### src/rtl/keypad_scan_entry.sv
`default_nettype none
// ============================================================================
// Module      : keypad_scan_entry
// Description : Matrix-keypad row scanner with frame-based press/release
//               debounce and a multi-digit entry buffer (shift-in or direct
//               slot write).
// Revision    : 1.0 - initial release
// ============================================================================
module keypad_scan_entry #(
  parameter int ROWS     = 4,
  parameter int COLS     = 4,
  parameter int SCAN_DIV = 4,
  parameter int DEBOUNCE = 3,
  parameter int DIGITS   = 4,
  localparam int CW      = $clog2(ROWS * COLS),
  localparam int SW      = (DIGITS > 1) ? $clog2(DIGITS) : 1
) (
  input  logic                 clk,
  input  logic                 rst_n,
  input  logic [COLS-1:0]      swc,
  output logic [ROWS-1:0]      swr,
  input  logic                 entry_mode,
  input  logic [SW-1:0]        digit_sel,
  input  logic                 clear,
  output logic [CW-1:0]        key_code,
  output logic                 key_valid,
  output logic                 key_held,
  output logic [DIGITS*CW-1:0] digits
);

  localparam int         c_div_w = (SCAN_DIV > 1) ? $clog2(SCAN_DIV) : 1;
  localparam int         c_row_w = (ROWS > 1) ? $clog2(ROWS) : 1;
  localparam logic [3:0] c_deb   = 4'(DEBOUNCE);

  typedef enum logic [1:0] {
    IDLE     = 2'd0,
    PRESS_DB = 2'd1,
    HELD     = 2'd2,
    REL_DB   = 2'd3
  } state_t;

  // Scan / frame state
  logic [c_div_w-1:0] div_q, div_d;
  logic [c_row_w-1:0] row_q, row_d;
  logic               acc_hit_q, acc_hit_d;
  logic [CW-1:0]      acc_code_q, acc_code_d;

  // Debounce state
  state_t             state_q, state_d;
  logic [3:0]         cnt_q, cnt_d;
  logic [CW-1:0]      cand_q, cand_d;

  // Outputs and entry buffer
  logic [CW-1:0]      key_code_q, key_code_d;
  logic               key_valid_q, key_valid_d;
  logic [CW-1:0]      dig_q [DIGITS];
  logic [CW-1:0]      dig_d [DIGITS];

  // Combinational helpers
  logic               sample;
  logic               frame_end;
  logic               row_hit;
  logic [CW-1:0]      row_code;
  logic               frame_hit;
  logic [CW-1:0]      frame_code;
  logic               accept;

  // Row strobe, dwell divider and sample/frame-end qualifiers
  always_comb begin
    sample    = (div_q == c_div_w'(SCAN_DIV - 1));
    frame_end = sample && (row_q == c_row_w'(ROWS - 1));
    div_d     = sample ? '0 : div_q + 1'b1;
    row_d     = row_q;
    if (sample) begin
      row_d = (row_q == c_row_w'(ROWS - 1)) ? '0 : row_q + 1'b1;
    end
    swr = ~(ROWS'(1) << row_q);
  end

  // Lowest-index low column in the strobed row gives the row's code
  always_comb begin
    row_hit  = 1'b0;
    row_code = '0;
    for (int c = COLS - 1; c >= 0; c--) begin
      if (!swc[c]) begin
        row_hit  = 1'b1;
        row_code = CW'(int'(row_q) * COLS + c);
      end
    end
  end

  // Frame accumulator: first hit row of the frame (lowest row) wins; row 0
  // starts a fresh frame so the previous frame's result is ignored there
  always_comb begin
    frame_hit  = row_hit;
    frame_code = row_code;
    if ((row_q != '0) && acc_hit_q) begin
      frame_hit  = 1'b1;
      frame_code = acc_code_q;
    end
    acc_hit_d  = acc_hit_q;
    acc_code_d = acc_code_q;
    if (sample) begin
      acc_hit_d  = frame_hit;
      acc_code_d = frame_code;
    end
  end

  // Debounce FSM next-state, evaluated only on frame end
  always_comb begin
    state_d = state_q;
    cnt_d   = cnt_q;
    cand_d  = cand_q;
    accept  = 1'b0;
    if (frame_end) begin
      case (state_q)
        IDLE: begin
          if (frame_hit) begin
            cand_d = frame_code;
            cnt_d  = 4'd1;
            if (DEBOUNCE == 1) begin
              accept  = 1'b1;
              state_d = HELD;
            end else begin
              state_d = PRESS_DB;
            end
          end
        end
        PRESS_DB: begin
          if (!frame_hit) begin
            cnt_d   = 4'd0;
            state_d = IDLE;
          end else if (frame_code != cand_q) begin
            cand_d = frame_code;
            cnt_d  = 4'd1;
          end else begin
            cnt_d = cnt_q + 4'd1;
            if (4'(cnt_q + 4'd1) == c_deb) begin
              accept  = 1'b1;
              state_d = HELD;
            end
          end
        end
        HELD: begin
          // Other keys are ignored here: no rollover
          if (!frame_hit) begin
            cnt_d   = 4'd1;
            state_d = (DEBOUNCE == 1) ? IDLE : REL_DB;
          end
        end
        REL_DB: begin
          if (frame_hit) begin
            state_d = HELD;
          end else begin
            cnt_d = cnt_q + 4'd1;
            if (4'(cnt_q + 4'd1) == c_deb) begin
              state_d = IDLE;
            end
          end
        end
        default: state_d = IDLE;
      endcase
    end
  end

  // Key event outputs and entry buffer update; clear beats accept for slots
  always_comb begin
    key_valid_d = accept;
    key_code_d  = accept ? cand_d : key_code_q;
    dig_d       = dig_q;
    if (clear) begin
      for (int k = 0; k < DIGITS; k++) begin
        dig_d[k] = '0;
      end
    end else if (accept) begin
      if (!entry_mode) begin
        dig_d[0] = cand_d;
        for (int k = 1; k < DIGITS; k++) begin
          dig_d[k] = dig_q[k-1];
        end
      end else begin
        // Out-of-range slot selects match no slot and write nothing
        for (int k = 0; k < DIGITS; k++) begin
          if (digit_sel == SW'(k)) begin
            dig_d[k] = cand_d;
          end
        end
      end
    end
  end

  // State registers
  always_ff @(posedge clk or negedge rst_n) begin
    if (!rst_n) begin
      div_q       <= '0;
      row_q       <= '0;
      acc_hit_q   <= 1'b0;
      acc_code_q  <= '0;
      state_q     <= IDLE;
      cnt_q       <= 4'd0;
      cand_q      <= '0;
      key_code_q  <= '0;
      key_valid_q <= 1'b0;
      for (int k = 0; k < DIGITS; k++) begin
        dig_q[k] <= '0;
      end
    end else begin
      div_q       <= div_d;
      row_q       <= row_d;
      acc_hit_q   <= acc_hit_d;
      acc_code_q  <= acc_code_d;
      state_q     <= state_d;
      cnt_q       <= cnt_d;
      cand_q      <= cand_d;
      key_code_q  <= key_code_d;
      key_valid_q <= key_valid_d;
      dig_q       <= dig_d;
    end
  end

  assign key_code  = key_code_q;
  assign key_valid = key_valid_q;
  assign key_held  = (state_q == HELD) || (state_q == REL_DB);

  generate
    for (genvar k = 0; k < DIGITS; k++) begin : g_pack
      assign digits[k*CW +: CW] = dig_q[k];
    end
  endgenerate

endmodule
`default_nettype wire

### config.mk
export PLATFORM = sky130hd
export DESIGN_NAME = keypad_scan_entry
export DESIGN_NICKNAME = d
export VERILOG_FILES = /design/src/rtl/keypad_scan_entry.sv
export SDC_FILE = /design/constraint.sdc
export NUM_CORES = 1
export LEC_CHECK = 0
export ABC_CLOCK_PERIOD_IN_PS = 3500
export CAP_MARGIN = 20
export CORE_UTILIZATION = 50
export CTS_BUF_LIST = sky130_fd_sc_hd__clkbuf_8
export DETAILED_ROUTE_END_ITERATION = 6
export PLACE_DENSITY_LB_ADDON = 0.1
export SLEW_MARGIN = 40
export SYNTH_ARGS = -nofsm -noshare
export SYNTH_HDL_FRONTEND = slang
export SYNTH_SLANG_ARGS = --single-unit
### constraint.sdc
create_clock -name clk -period 3.5 [get_ports clk]
set_input_delay 0.7 -clock clk [delete_from_list [all_inputs] [get_ports clk]]
set_output_delay 0.7 -clock clk [all_outputs]
set_load 0.01 [all_outputs]
==> impl_results.rst, run 1 <==
.. list-table::
   :header-rows: 1

   * - Metric
     - Value
   * - Outcome
     - complete, but fails checks
   * - Failing checks
     - DRC
   * - Starting utilization of the core area
     - 53.7%
   * - Post-synth net total
     - 271
   * - Commonest cells after routing, fill and taps aside
     - sky130_fd_sc_hd__dfrtp_1, sky130_fd_sc_hd__clkdlybuf4s50_1, sky130_fd_sc_hd__nand2_1
   * - Average via count per standard cell
     - 6.22
   * - Layout cell share with drive strength beyond 1
     - 8.01%
   * - Number of distinct library cells after synthesis
     - 55
   * - Maximum number of pins on one net before global-route repair
     - 41
   * - Flip-flop cell with the highest count after synthesis
     - sky130_fd_sc_hd__dfrtp_1
   * - Fraction of registers with async set/reset
     - 100%
   * - Placed Cells incl. Taps
     - 331
   * - Clock sink count
     - 40
   * - Critical Path Start Type
     - register
   * - First drt pass iteration count
     - 6
   * - Worst-path cell chain
     - inv_1 > ha_1 > nor2b_1 > a211oi_1 > o211a_2 > nor4_4 > buf_4 > nor3b_1 > a221o_1
   * - Maximum clock frequency
     - 0.337 GHz
   * - RR Startpoint
     - row_q[0]
   * - Synth Register Bits
     - 40
   * - Transition time at the pin with the least slew margin
     - 0.632 ns
   * - Hold buffer count at CTS
     - 0
   * - First-pass GRT wire length
     - 9250 um
   * - Area post-placement
     - 2770 um^2
   * - Power per cell area
     - 316 nW/um^2
   * - Area grow syn2layout
     - 20.1%
   * - Number of antenna violations at the first check in global routing
     - 0
   * - Sequential element share of the synthesized area
     - 41.7%
   * - Placement row count
     - 24
   * - Leftover overflow at the end of global routing
     - 0
   * - Die extent in y
     - 71.3 um
   * - Setup TNS
     - 0 ns
   * - Share of the clock period used by the worst path
     - 84.8%
   * - DR iter-0 viols
     - 145
   * - Worst Setup End Kind
     - register
   * - Clock Tree Buf Depth
     - 2
   * - Non-filler cells, final
     - 339
   * - Max_slew headroom
     - 57.4%
   * - Total clock buffers created by CTS
     - 5
   * - Mean instance size in the synthesized netlist
     - 9.46 um^2
   * - Critical Path AT
     - 3.15 ns
   * - Horizontal die dimension
     - 71.3 um
   * - Clock-pin slew on the worst setup and hold paths
     - 0.08 ns
   * - Post-CTS resize count
     - 0
   * - Number of flops mapped to enable cells by yosys
     - 0
   * - Drt drc
     - 2
   * - Final net count
     - 303
   * - Kind of path behind the tightest hold check
     - in -> async
   * - Clock insertion delay at the later pin of the skew report
     - 0.30 ns
   * - Leakage power total
     - 1.24 nW
   * - Setup Skew
     - 0.00690 ns
   * - Number of buffer and inverter instances along the worst setup path
     - 2
   * - Via count
     - 2110
   * - Post-synthesis instance area
     - 2400 um^2
   * - Post-DP HPWL
     - 3810 um
   * - Number of filler instances in the final layout
     - 372
   * - Worst supply voltage drop on vdd
     - 211 uV
   * - Total wirelength of the detailed-routed design
     - 5420 um
   * - Remaining number of nets flagged by the antenna check after routing
     - 0
   * - Highest net fanout along the worst path
     - 24
   * - Post-Layout Inst Area
     - 2880 um^2
   * - Hold Vio Cnt, Final
     - 0
   * - Port buffer count
     - 35
   * - Count of cells along the worst register-to-register path
     - 9
   * - Gate family responsible for the most delay along the worst path
     - simple AND/OR/NAND/NOR gates
   * - Largest incremental delay on the critical path
     - 0.50 ns
   * - CTS tree
     - built
   * - RSZ-0062 raised after global routing
     - false
   * - Number of buffers added for setup after CTS
     - 0
   * - Maxcap violations
     - 0
   * - Vias in the first global route
     - 1985
   * - Endpoint of the most critical register-to-register path
     - digits[13]
   * - Total track usage
     - 23.2%
   * - Time the worst path needs with I/O delays and setup
     - 2.97 ns
   * - Gp weighted congestion
     - 0.849
   * - Total setup violations reported at the end of the flow
     - 0
   * - Pins Over Slew Limit
     - 0
   * - Kind of critical path
     - reg -> reg
   * - Reg2reg setup slack
     - 0.53 ns
   * - Total inserted antenna cells
     - 0
   * - Cell at the root of the clock tree
     - sky130_fd_sc_hd__clkbuf_8
   * - Top-level I/O count
     - 36
   * - H-Tree Level Count
     - 2
   * - Mapped Cells
     - 254
   * - Slowest cell on the critical path
     - sky130_fd_sc_hd__dfrtp_1
   * - Per-cell routed wire length
     - 16.0 um
   * - Total Die Area
     - 5090 um^2
   * - Required time at the endpoint of the critical path
     - 3.68 ns
   * - Core area
     - 4470 um^2
   * - Total number of yosys warnings
     - 0
   * - Most common library cell in the layout ignoring fill and taps
     - sky130_fd_sc_hd__dfrtp_1
## layer usage
metal	track usage, %	part of all wire [%]	wire length [um]
met3	4.50	6.5	350
met1	31.8	46	2480
met4	8.00	1.6	85
met5	0	0	0
met2	36.8	46	2500
## cell families after synthesis
group           synth area share, %
buf+inv                        5.52
flops                          41.7
compound gates                 26.5
simple gates                   19.6
fa+ha+maj                      3.65
mux                            2.34
xor+xnor                      0.729
## registers in the layout, summed over array words and instances, names as in the netlist, named ones only
register	cells
digits	16
acc_code_q	4
cand_q	4
cnt_q	4
key_code	4
div_q	2
row_q	2
acc_hit_q	1
key_valid	1
state_q	1
## Yosys cell counts (4+ instances only)
library cell                count  share of area [%]
sky130_fd_sc_hd__dfrtp_1       40                 42
sky130_fd_sc_hd__nand2_1       27                4.2
sky130_fd_sc_hd__inv_1         15                2.3
sky130_fd_sc_hd__a21oi_1       14                2.9
sky130_fd_sc_hd__a31oi_1       13                3.4
sky130_fd_sc_hd__clkbuf_1      10                1.6
sky130_fd_sc_hd__o31ai_1       10                3.1
sky130_fd_sc_hd__nand3_1        9                1.9
sky130_fd_sc_hd__nor2_1         9                1.4
sky130_fd_sc_hd__nor2b_1        9                2.3
sky130_fd_sc_hd__ha_1           7                3.6
sky130_fd_sc_hd__o21ai_0        7                1.5
sky130_fd_sc_hd__a2bb2oi_1      6                2.2
sky130_fd_sc_hd__nand2b_1       6                1.6
sky130_fd_sc_hd__o21ai_1        5                1.0
sky130_fd_sc_hd__a41o_1         4                1.7
sky130_fd_sc_hd__mux2_1         4                1.9
## through the flow
stage	hold slack, ns	utilization [%]	setup slack [ns]	power, mW
after CTS	0.384	64.5	0.519	0.919
after floorplan	0.403	-	1.03	0.507
after global routing	0.407	64.5	0.240	0.945
after global placement	0.415	61.9	0.504	0.539
after detailed placement	0.424	62.0	0.441	0.541
final	0.370	64.5	0.534	0.911
## cell type report
type                       instances  area, um^2  share of cell area, %
clock buffer                       5        68.8                   2.39
sequential                        40        1000                   34.7
tap                               52        65.1                   2.26
inverter                          16        60.1                   2.08
timing repair buffer              39         378                   13.1
multi-input combinational        184        1270                   44.0
clock inverter                     3        42.5                   1.48
## where the power goes
part	leakage, nW	internal (mW)	switching [mW]
registers	0.530	0.464	0.00200
logic	0.659	0.0213	0.0434
clock network	0.0541	0.211	0.169
total	1.24	0.697	0.215
## worst max path at each step
stage              from     endpoint  cells after the start
4_1_cts        row_q[0]   digits[13]                      9
3_5_place_dp     swc[1]   digits[13]                      8
6_report       row_q[0]   digits[13]                      9
2_1_floorplan  row_q[0]  key_code[2]                      9
3_3_place_gp     swc[1]  key_code[3]                      7
5_1_grt        row_q[0]   digits[11]                      9
No activity file was read; power rests on OpenSTA's default activity.
==> inputs of run 2 (changes only) <==
--- a/config.mk
+++ b/config.mk
@@ -5,7 +5,7 @@
 export SDC_FILE = /design/constraint.sdc
 export NUM_CORES = 1
 export LEC_CHECK = 0
-export ABC_CLOCK_PERIOD_IN_PS = 3500
+export ABC_CLOCK_PERIOD_IN_PS = 3100
 export CAP_MARGIN = 20
 export CORE_UTILIZATION = 50
 export CTS_BUF_LIST = sky130_fd_sc_hd__clkbuf_8
==> constraint.sdc (replaced) <==
create_clock -name clk -period 3.1 [get_ports clk]
set_input_delay 0.62 -clock clk [delete_from_list [all_inputs] [get_ports clk]]
set_output_delay 0.62 -clock clk [all_outputs]
set_load 0.01 [all_outputs]
==> run 2 against run 1 <==
The flow still finishes with violations (DRC); via count down 0.47%; combinational power rose by 13%; wire length rose by 0.53%; register-to-register slack got worse by 0.29 ns; worst setup slack worse by 0.29 ns; clock-buffer cell count unchanged; hold slack worse by 0.089 ns; clock power increased by 14%; cell count rose by 0.59%; die area unchanged; sequential share of layout area decreased by 0.33 points; flip-flop and latch count unchanged; largest power group unchanged.
==> impl_results.rst, run 2 (synthesized netlist as in run 1, its figures left out) <==
.. list-table::
   :header-rows: 1

   * - Metric
     - Value
   * - Die extent in y
     - 71.3 um (unchanged)
   * - RSZ-0062 raised after global routing
     - false
   * - Highest net fanout along the worst path
     - 12 (-50%)
   * - Hold Vio Cnt, Final
     - 0 (unchanged)
   * - Via count
     - 2100 (-0.47%)
   * - Horizontal die dimension
     - 71.3 um (unchanged)
   * - First drt pass iteration count
     - 7 (+1)
   * - Layout cell share with drive strength beyond 1
     - 8.65% (+0.64 points)
   * - Total setup violations reported at the end of the flow
     - 0 (unchanged)
   * - Clock insertion delay at the later pin of the skew report
     - 0.30 ns (about the same)
   * - Critical Path AT
     - 3.04 ns (-0.11 ns)
   * - Starting utilization of the core area
     - 53.7% (unchanged)
   * - Hold buffer count at CTS
     - 0 (unchanged)
   * - Number of antenna violations at the first check in global routing
     - 0 (unchanged)
   * - Remaining number of nets flagged by the antenna check after routing
     - 0 (unchanged)
   * - Clock-pin slew on the worst setup and hold paths
     - 0.08 ns (about the same)
   * - Pins Over Slew Limit
     - 0 (unchanged)
   * - Maxcap violations
     - 0 (unchanged)
   * - Most common library cell in the layout ignoring fill and taps
     - sky130_fd_sc_hd__dfrtp_1
   * - Per-cell routed wire length
     - 16.0 um (about the same)
   * - Max_slew headroom
     - 53.3% (-4.1 points)
   * - H-Tree Level Count
     - 2 (unchanged)
   * - Kind of critical path
     - reg -> reg
   * - Share of the clock period used by the worst path
     - 92.1% (+7.4 points)
   * - Time the worst path needs with I/O delays and setup
     - 2.86 ns (-0.111 ns)
   * - Number of flip-flops in the largest register
     - 16 (unchanged)
   * - Total wirelength of the detailed-routed design
     - 5450 um (+0.53%)
   * - Worst supply voltage drop on vdd
     - 260 uV (+23%)
   * - Power per cell area
     - 355 nW/um^2 (+13%)
   * - Clock sink count
     - 40 (unchanged)
   * - Maximum clock frequency
     - 0.350 GHz (+3.9%)
   * - Kind of path behind the tightest hold check
     - in -> async
   * - Cell at the root of the clock tree
     - sky130_fd_sc_hd__clkbuf_8
   * - Average via count per standard cell
     - 6.16 (-1.1%)
   * - Setup TNS
     - 0 ns (unchanged)
   * - DRT met1 WL
     - 2600 um (+4.6%)
   * - Routed wire length on met2
     - 2510 um (+0.12%)
   * - DR WL met3
     - 257 um (-27%)
   * - Gp weighted congestion
     - 0.806 (-5.1%)
   * - Critical Path Start Type
     - register
   * - RR Startpoint
     - row_q[0]
   * - Port buffer count
     - 35 (unchanged)
   * - Required time at the endpoint of the critical path
     - 3.29 ns (-0.39 ns)
   * - CP Launch Point
     - row_q[0]
   * - Post-Layout Inst Area
     - 2910 um^2 (+0.95%)
   * - CTS tree
     - built
   * - Transition time at the pin with the least slew margin
     - 0.693 ns (+0.0615 ns)
   * - DR iter-0 viols
     - 237 (+63%)
   * - Final net count
     - 305 (+0.66%)
   * - Post-DP HPWL
     - 3840 um (+0.88%)
   * - Count of cells along the worst register-to-register path
     - 9 (unchanged)
   * - Failing checks
     - DRC
   * - Core area
     - 4470 um^2 (unchanged)
   * - Maximum number of pins on one net before global-route repair
     - 41 (unchanged)
   * - Post-CTS resize count
     - 0 (unchanged)
   * - Drt drc
     - 2 (unchanged)
   * - Top-level I/O count
     - 36 (unchanged)
   * - First-pass GRT wire length
     - 9160 um (-0.97%)
   * - Number of buffers added for setup after CTS
     - 0 (unchanged)
   * - Area grow syn2layout
     - 21.2%
   * - Outcome
     - complete, but fails checks
   * - Total inserted antenna cells
     - 0 (unchanged)
   * - Commonest cells after routing, fill and taps aside
     - sky130_fd_sc_hd__dfrtp_1, sky130_fd_sc_hd__clkdlybuf4s50_1, sky130_fd_sc_hd__nand2_1
   * - Setup Skew
     - 0.00469 ns (-0.00220 ns)
   * - Leakage power total
     - 1.26 nW (+1.1%)
   * - Clock Tree Buf Depth
     - 2 (unchanged)
   * - Placement row count
     - 24 (unchanged)
   * - Leftover overflow at the end of global routing
     - 0 (unchanged)
   * - Highest signal layer in the routed design
     - met4
   * - Area post-placement
     - 2800 um^2 (+0.99%)
   * - Total track usage
     - 23.1% (-0.044 points)
   * - Total clock buffers created by CTS
     - 5 (unchanged)
   * - Total Die Area
     - 5090 um^2 (unchanged)
   * - Vias in the first global route
     - 1889 (-4.8%)
   * - Worst Setup End Kind
     - register
==> run 2: changes by cell type in the layout (fill, tap and decap cells not counted), sizes merged <==
cell | before | now
buf | 5 | 7
==> run 2: worst max-delay path, cell delays in order, from the launching register on <==
cell and delay [ns]:
sky130_fd_sc_hd__dfrtp_1 0.48, sky130_fd_sc_hd__inv_1 0.17, sky130_fd_sc_hd__ha_1 0.27, sky130_fd_sc_hd__nand2b_1 0.41, sky130_fd_sc_hd__a41oi_1 0.20, sky130_fd_sc_hd__xnor2_1 0.49
sky130_fd_sc_hd__nor4_2 0.12, sky130_fd_sc_hd__nand2_2 0.19, sky130_fd_sc_hd__inv_2 0.08, sky130_fd_sc_hd__a221o_1 0.32
==> run 2: per-layer routing <==
layer	vias up	global-route usage (%)
li1	1018	-
met1	1019	33.7
met2	56	34.5
met3	7	4.50
met4	0	8.00
met5	-	0
==> run 2: layout make-up <==
class | instances | area [um^2]
clock buffer | 5 | 68.8
tap | 52 | 65.1
clock inverter | 3 | 42.5
inverter | 16 | 60.1
multi-input combinational | 184 | 1270
fill | 373 | 1560
timing repair buffer | 41 | 405
sequential | 40 | 1000
==> run 2: stage by stage <==
stage | setup WS (ns) | utilization (%) | power [mW] | hold WS (ns) | instances
after floorplan | 0.625 | - | 0.573 | 0.324 | 254
after global placement | 0.251 | 62.5 | 0.609 | 0.414 | 333
after detailed placement | 0.194 | 62.6 | 0.610 | 0.424 | 333
after CTS | 0.249 | 65.1 | 1.04 | 0.306 | 341
after global routing | 0.0474 | 65.1 | 1.07 | 0.338 | 341
final | 0.245 | 65.1 | 1.03 | 0.281 | 341
==> run 2: final timing paths <==
| path | to | slack, ns |
|---|---|---|
| setup reg to reg | digits[13] | 0.24 |
| hold / removal | cnt_q[3] | 0.28 |
| hold reg to reg | div_q[0] | 0.43 |
| max in group asynchronous | digits[13] | 2.46 |
| setup / recovery | digits[13] | 0.24 |
| min in group clk | div_q[0] | 0.43 |
==> run 2: power breakdown <==
part / switching (mW) / leakage [nW] / total, mW / internal (mW)
Sequential: 0.00221 / 0.530 / 0.526 / 0.524
Combinational: 0.0493 / 0.673 / 0.0733 / 0.0240
Clock: 0.197 / 0.0541 / 0.435 / 0.238
